--- src/rtl/reg_enable_decoder.sv ---
// Register-enable decoder: latches a select code, decodes it to a one-hot
// enable vector, and drives the enables either as a level or as a fixed-length burst.
module reg_enable_decoder #(
  parameter int                 SEL_W      = 4,
  parameter int                 NUM_OUT    = 12,
  parameter int                 SEL_OFFSET = 1,
  parameter logic [NUM_OUT-1:0] VALID_MASK = 12'hFF9,
  parameter int                 MODE       = 0,
  parameter int                 PULSE_LEN  = 1
) (
  input  logic               clk,
  input  logic               rst,
  input  logic [SEL_W-1:0]   sel,
  input  logic               en_op,
  input  logic               en_out,
  output logic [NUM_OUT-1:0] en,
  output logic               sel_err,
  output logic               busy
);

  localparam int                 CNT_W  = (PULSE_LEN > 1) ? $clog2(PULSE_LEN) : 1;
  localparam logic [SEL_W:0]     OFF_W  = (SEL_W+1)'(SEL_OFFSET);
  localparam logic [NUM_OUT-1:0] ONE_OH = NUM_OUT'(1);

  typedef enum logic [1:0] {
    IDLE     = 2'd0,
    PULSE    = 2'd1,
    WAIT_LOW = 2'd2
  } state_t;

  state_t             state_q, state_d;
  logic [SEL_W-1:0]   sel_q, sel_d;
  logic [NUM_OUT-1:0] en_q, en_d;
  logic [NUM_OUT-1:0] tgt_q, tgt_d;
  logic [CNT_W-1:0]   cnt_q, cnt_d;
  logic               err_q, err_d;
  logic               busy_q, busy_d;
  logic [SEL_W-1:0]   eff_s;
  logic [NUM_OUT-1:0] onehot_s;
  logic               hit_s;

  // Index is formed one bit wider than the code so codes below the offset
  // can never alias onto a low output.
  function automatic logic [NUM_OUT-1:0] decode(input logic [SEL_W-1:0] code);
    logic [SEL_W:0]     idx;
    logic [NUM_OUT-1:0] oh;
    idx = {1'b0, code} - OFF_W;
    if (({1'b0, code} >= OFF_W) && (32'(idx) < 32'(NUM_OUT))) begin
      oh = (ONE_OH << idx) & VALID_MASK;
    end else begin
      oh = '0;
    end
    return oh;
  endfunction

  assign eff_s    = en_op ? sel : sel_q;
  assign onehot_s = decode(eff_s);
  assign hit_s    = |onehot_s;

  always_comb begin
    state_d = state_q;
    sel_d   = sel_q;
    err_d   = err_q;
    tgt_d   = tgt_q;
    cnt_d   = cnt_q;
    en_d    = '0;
    if (en_op) begin
      sel_d = sel;
      err_d = ~hit_s;
    end else begin
      sel_d = sel_q;
    end
    if (MODE == 0) begin
      en_d    = en_out ? onehot_s : '0;
      state_d = IDLE;
    end else begin
      case (state_q)
        IDLE: begin
          if (en_out && hit_s) begin
            en_d  = onehot_s;
            tgt_d = onehot_s;
            if (PULSE_LEN > 1) begin
              cnt_d   = CNT_W'(PULSE_LEN - 2);
              state_d = PULSE;
            end else begin
              state_d = WAIT_LOW;
            end
          end else if (en_out) begin
            state_d = WAIT_LOW;
          end else begin
            state_d = IDLE;
          end
        end
        // cnt==0 marks the final burst cycle, giving PULSE_LEN cycles in total.
        PULSE: begin
          if (!en_out) begin
            state_d = IDLE;
          end else if (cnt_q == '0) begin
            en_d    = tgt_q;
            state_d = WAIT_LOW;
          end else begin
            en_d  = tgt_q;
            cnt_d = cnt_q - CNT_W'(1);
          end
        end
        WAIT_LOW: begin
          if (!en_out) begin
            state_d = IDLE;
          end else begin
            state_d = WAIT_LOW;
          end
        end
        default: state_d = IDLE;
      endcase
    end
    busy_d = (state_d != IDLE);
  end

  always_ff @(posedge clk) begin
    if (rst) begin
      state_q <= IDLE;
      sel_q   <= '0;
      en_q    <= '0;
      tgt_q   <= '0;
      cnt_q   <= '0;
      err_q   <= 1'b0;
      busy_q  <= 1'b0;
    end else begin
      state_q <= state_d;
      sel_q   <= sel_d;
      en_q    <= en_d;
      tgt_q   <= tgt_d;
      cnt_q   <= cnt_d;
      err_q   <= err_d;
      busy_q  <= busy_d;
    end
  end

  assign en      = en_q;
  assign sel_err = err_q;
  assign busy    = busy_q;

endmodule

--- config.mk ---
export PLATFORM = sky130hd
export DESIGN_NAME = reg_enable_decoder
export DESIGN_NICKNAME = d
export VERILOG_FILES = /design/src/rtl/reg_enable_decoder.sv
export SDC_FILE = /design/constraint.sdc
export NUM_CORES = 1
export LEC_CHECK = 0
export ABC_AREA = 1
export BUFFER_PORTS_ARGS = -buffer_cell sky130_fd_sc_hd__clkbuf_2
export CORE_MARGIN = 2
export CORE_UTILIZATION = 50
export CTS_BUF_LIST = sky130_fd_sc_hd__clkbuf_4
export DETAILED_ROUTE_END_ITERATION = 16
export PLACE_DENSITY = 0.79
export SYNTH_ARGS = -nofsm -noshare
export SYNTH_HDL_FRONTEND = slang
export SYNTH_SLANG_ARGS = --single-unit
--- constraint.sdc ---
create_clock -name clk -period 1.1 [get_ports clk]
set_input_delay 0.11 -clock clk [delete_from_list [all_inputs] [get_ports clk]]
set_output_delay 0.11 -clock clk [all_outputs]
set_load 0.01 [all_outputs]
==> impl_metrics.ini, run 1 <==
[grt]
top_usage_layer = met2
grt_util_met3 = 0.0815
grt_pass1_vias = 440
met2_usage = 0.274
overflow = 0
grt_pass1_wl_mm = 1.88
grt_start_max_net_pins = 11
antenna_found_initial = 0
met1_usage = 0.215
grt.total_usage = 0.186

[floorplanning]
core_sq_um = 1280
dieArea_sq_um = 1660
ios = 22
start_util = 0.525
die_y_microns = 40.7
die_w_microns = 40.7
rows = 13

[yosys]
yosysSeqAreaShare = 0.445
syn_avg_cell_area_sq_um = 8.03
synth_top_cell_area_share = 0.445
yosysUniqueCellTypes = 14
ys_ff_latch = 15
yosysTopAreaCell = dfxtp_1
yosys-top-cells-area = dfxtp_1 45%, nor2_1 8.9%, nand2_1 8.3%
netlist_area_sq_um = 674
syn_inst = 84
yosysWarnings = 0

[setup_path]
worstReg2RegStart = sel_q[3]
endpoint = sel_err
critPathLaunch = sel_q[3]
cp_data_arrival_time_ns = 1.21
crit_path_end_kind = flip-flop
start_kind = flip-flop
crit_type = flip-flop to flip-flop
crit_path_max_fanout = 4
crit_required_ns = 1.34
timing.rr.end = sel_err
r2r_cells = 8
ff2ff_setup_slack_ns = 0.13

[clock_network]
clk_latency_ns = 0.29
numCtsBuffers = 3
ctsHoldBuffers = 0
clkSinkCount = 15
cts_tree = done
ctsRootBufferMaster = clkbuf_4
h-tree-depth = 1
cts.repair.resized = 0
cts.clk_slew.worst_paths_ns = 0.09
post_cts_buffers = 0
cts_buffer_depth = 2

[cells_and_area]
layout_common_cells = 18 x clkbuf_2, 16 x nor2_1, 15 x nand2_1, 15 x dfxtp_1, 11 x inv_1
final_area_sq_um = 785
diodes = 0
nets = 113
syn2layout_area_growth_pct = 16.3
final_common_cell = clkbuf_2
layout-drive-gt1-share = 0.394

[detailed_routing]
num_vias = 509
vias_per_cell = 4.28
firstDrtPassIters = 3
drtIter0Drc = 1
wl_per_cell_microns = 9.20
drc = 0
ant_nets = 0
wl_mm = 1.10

[timing]
max_freq_mhz = 1030
post-route-period-util = 0.880
finalHoldViolations = 0
final_max_slew_viol_count = 0
setup_tns_ns = 0
skew_ns = 0.000459
rsz0062_at_grt = no
timing.final.ws_setup_ns = 0.132
min_period_ns = 0.968
setup_viol = 0

[placed_design]
placed_area_sq_um = 757
port_buffers = 18
place_congestion = 0.807
post-place-ws_ns = 0.107
dp_hpwl_microns = 868

[power]
power_density_nw_per_um2 = 1340
leakagePower_uw = 0.000416
max-vdd-ir-drop_v = 0.000741

[job]
cap_violations = 0

[outcome]
run_status = completed

[hold_path]
hold_class = input pin to flip-flop
==> cells in the mapped netlist <==
cell / count
nor2_1: 16
inv_1: 11
conb_1: 1
inv_8: 1
buf_6: 1
buf_4: 3
nand2_2: 8
nand3_2: 2
nor3_2: 2
dfxtp_1: 15
nand2_4: 5
nand2_1: 15
nor2_2: 1
nand3_1: 3
==> stage by stage <==
stage | power (uW) | hold slack [ns] | util | cells
2_1_floorplan | 714 | 0.182 | - | 86
3_3_place_gp | 738 | 0.373 | 0.589 | 115
3_5_place_dp | 742 | 0.377 | 0.589 | 115
4_1_cts | 1060 | 0.0663 | 0.611 | 119
5_1_grt | 1110 | 0.0594 | 0.611 | 119
6_report | 1050 | 0.0730 | 0.611 | 119
==> worst min-delay path by stage <==
stage	cells after the start	from	slack (ns)	end
2_1_floorplan	1	rst	0.18	sel_q[0]
4_1_cts	2	rst	0.07	sel_q[3]
5_1_grt	2	rst	0.06	sel_q[3]
6_report	2	rst	0.07	sel_q[1]
3_5_place_dp	2	rst	0.38	sel_q[3]
3_3_place_gp	2	rst	0.37	sel_q[3]
==> cell type report <==
type / count / area [sq um]
clock inverters: 1 / 5.00
flip-flops and latches: 15 / 300
fillers: 125 / 500
well taps: 15 / 18.8
repair buffers: 18 / 90.1
clock buffers: 3 / 22.5
inverters: 12 / 52.6
multi-input cells: 55 / 295
==> state kept, by name (all words and copies together) (netlist names) <==
| signal | cells |
|---|---|
| sel_err | 1 |
| en | 10 |
| sel_q | 4 |
==> layer usage <==
metal  routed length, microns  part of all wire
met3                       55             0.050
met1                      499              0.46
met2                      510              0.47
met5                        0                 0
met4                       29             0.026
==> report_power, final <==
group / switching [uW] / internal [uW]
combinational: 106 / 54.8
clock: 184 / 135
sequential: 8.33 / 560
total: 299 / 750
==> worst max-delay path: stages (launching register included) <==
cell     delay [ns]
dfxtp_1        0.38
inv_1          0.08
nand2_4        0.07
nand2_4        0.05
nor2_1         0.12
nand2_1        0.06
nand3_1        0.06
nand2_1        0.05
inv_1          0.04
==> cell families (layout without fill, tap and decap cells) <==
kind of cell	count (synthesis)	in the layout	share of synthesized area
other	1	3	0.00556
buffers and inverters	16	34	0.128
DFF	15	15	0.445
and+or+nand+nor	52	52	0.421
Power figures use the tool's default switching activity.
==> run 2, diff against run 1 <==
--- a/config.mk
+++ b/config.mk
@@ -8,10 +8,10 @@
 export ABC_AREA = 1
 export BUFFER_PORTS_ARGS = -buffer_cell sky130_fd_sc_hd__clkbuf_2
 export CORE_MARGIN = 2
-export CORE_UTILIZATION = 50
-export CTS_BUF_LIST = sky130_fd_sc_hd__clkbuf_4
+export CORE_UTILIZATION = 45
+export CTS_BUF_LIST = sky130_fd_sc_hd__clkbuf_2
 export DETAILED_ROUTE_END_ITERATION = 16
-export PLACE_DENSITY = 0.79
+export PLACE_DENSITY = 0.75
 export SYNTH_ARGS = -nofsm -noshare
 export SYNTH_HDL_FRONTEND = slang
 export SYNTH_SLANG_ARGS = --single-unit
==> constraint.sdc (replaced) <==
create_clock -name clk -period 0.85 [get_ports clk]
set_input_delay 0.085 -clock clk [delete_from_list [all_inputs] [get_ports clk]]
set_output_delay 0.085 -clock clk [all_outputs]
set_load 0.01 [all_outputs]
==> impl_metrics.ini, run 2 (same netlist as run 1, synthesis figures left out) <==
[outcome]
run_status = complete, but fails checks
violations = negative setup slack

[power]
power_density_nw_per_um2 = 1510
switching_share = 0.304
p_sw_uw = 414
p_int_uw = 947
seqPwrFrac = 0.545
leakagePower_uw = 0.000470
max-vdd-ir-drop_v = 0.000785
clockPowerShare = 0.245
power_frac_comb = 0.210

[timing]
timing.final.ws_setup_ns = -0.0748
rsz0062_at_grt = yes
min_period_ns = 0.925
post-route-period-util = 1.09
skew_ns = 0.00285
setup_viol = 6
finalHoldViolations = 0
final_max_slew_viol_count = 0
max_freq_mhz = 1080

[grt]
grt.total_usage = 0.162
grt_pass1_wl_mm = 2.11
antenna_found_initial = 0
grt_pass1_vias = 517
grt_start_max_net_pins = 10
overflow = 0

[setup_path]
timing.rr.end = en[11]
crit_path_end_kind = flip-flop
crit_type = flip-flop to flip-flop
r2r_cells = 5
ff2ff_setup_slack_ns = -0.07
worstReg2RegStart = sel_q[3]
crit_path_max_fanout = 4
start_kind = flip-flop
crit_required_ns = 1.06
cp_data_arrival_time_ns = 1.14

[floorplanning]
dieArea_sq_um = 1820
core_sq_um = 1350
ios = 22
die_y_microns = 42.7
rows = 13
start_util = 0.500
die_w_microns = 42.7

[cells_and_area]
syn2layout_area_growth_pct = 34.0
diodes = 0
final_area_sq_um = 903
largest_reg_flops = 10
layout-drive-gt1-share = 0.577
layout_common_cells = 15 x nor2_1, 12 x nand2_1, 12 x clkbuf_2
final_common_cell = nor2_1
nets = 120

[clock_network]
numCtsBuffers = 3
ctsRootBufferMaster = clkbuf_2
h-tree-depth = 1
cts_tree = done
clkSinkCount = 15
ctsHoldBuffers = 0
clk_latency_ns = 0.27
cts_buffer_depth = 2
cts.clk_slew.worst_paths_ns = 0.15

[detailed_routing]
vias_per_cell = 4.52
drtIter0Drc = 9
wl_mm = 1.44
wl_per_cell_microns = 11.4
ant_nets = 0
drc = 0
firstDrtPassIters = 4
num_vias = 569

[placed_design]
dp_hpwl_microns = 954
place_congestion = 0.778
post-place-ws_ns = -0.0858
port_buffers = 18
placed_area_sq_um = 803

[job]
cap_violations = 0

[hold_path]
hp-start = rst
hold_class = input pin to flip-flop
holdPathStages = 3
holdPathEnd = sel_q[0]
## run 2: changes by cell type in the layout (fill, tap and decap cells not counted), moves of 2 or more
cell and change:
buf_2 +6, buf_4 +7, buf_6 +3, clkbuf_2 -6, clkbuf_4 -3, dfxtp_1 -7, dfxtp_2 +6, inv_1 -4
inv_2 +4, nand2_1 -3, nand2_4 +2
## run 2: area by class of cell
class / instances / area (sq um)
Sequential cell: 15 / 312
Clock buffer: 3 / 15.0
Clock inverter: 1 / 5.00
Timing Repair Buffer: 25 / 161
Multi-Input combinational cell: 55 / 339
Tap cell: 15 / 18.8
Fill cell: 108 / 447
Inverter: 12 / 52.6
## run 2: layer usage
layer,vias up,global-route usage,wire (microns)
li1,294,-,-
met1,258,0.173,593
met2,15,0.285,763
met3,2,0.0383,56
met4,0,0.0938,21
met5,-,0,0
## run 2: critical path, stage by stage (launching register included)
cell and delay, ns:
dfxtp_4 0.40, inv_2 0.04, nand2_4 0.06, nand2_4 0.07
buf_4 0.14, nor3_4 0.16
## run 2: repair_timing
| item | in CTS | in global routing |
|---|---|---|
| setup endpoints to repair | 4 | 22 |
| setup buffers | 0 | 1 |
| pin swaps | 3 | 9 |
| gates resized for setup | 9 | 24 |
## run 2: power by group through the flow
| stage | Sequential (uW) | Combinational, uW | Clock [uW] |
|---|---|---|---|
| floorplan | 757 | 168 | 0 |
| global placement | 754 | 234 | 0 |
| detailed placement | 755 | 238 | 0 |
| CTS | 742 | 256 | 340 |
| global route | 745 | 311 | 378 |
| finish | 743 | 286 | 333 |
## run 2: worst max-delay path by stage
stage / start / endpoint / slack [ns]
final: sel_q[3] / en[11] / -0.07
after global routing: sel_q[1] / en[5] / -0.13
after CTS: sel_q[1] / sel_err / -0.04
after detailed placement: en_op / sel_err / -0.09
after global placement: en_op / sel_err / -0.06
after floorplan: sel_q[3] / sel_err / 0.02
## run 2: per-stage QoR
stage	utilization	hold slack, ns	setup TNS (ns)	instances	power [uW]
4_1_cts	0.627	0.0898	-0.108	125	1340
5_1_grt	0.669	0.0664	-1.02	126	1430
3_3_place_gp	0.595	0.398	-0.0757	121	988
2_1_floorplan	-	0.150	0	86	925
3_5_place_dp	0.595	0.400	-0.270	121	993
6_report	0.669	0.0932	-0.241	126	1360
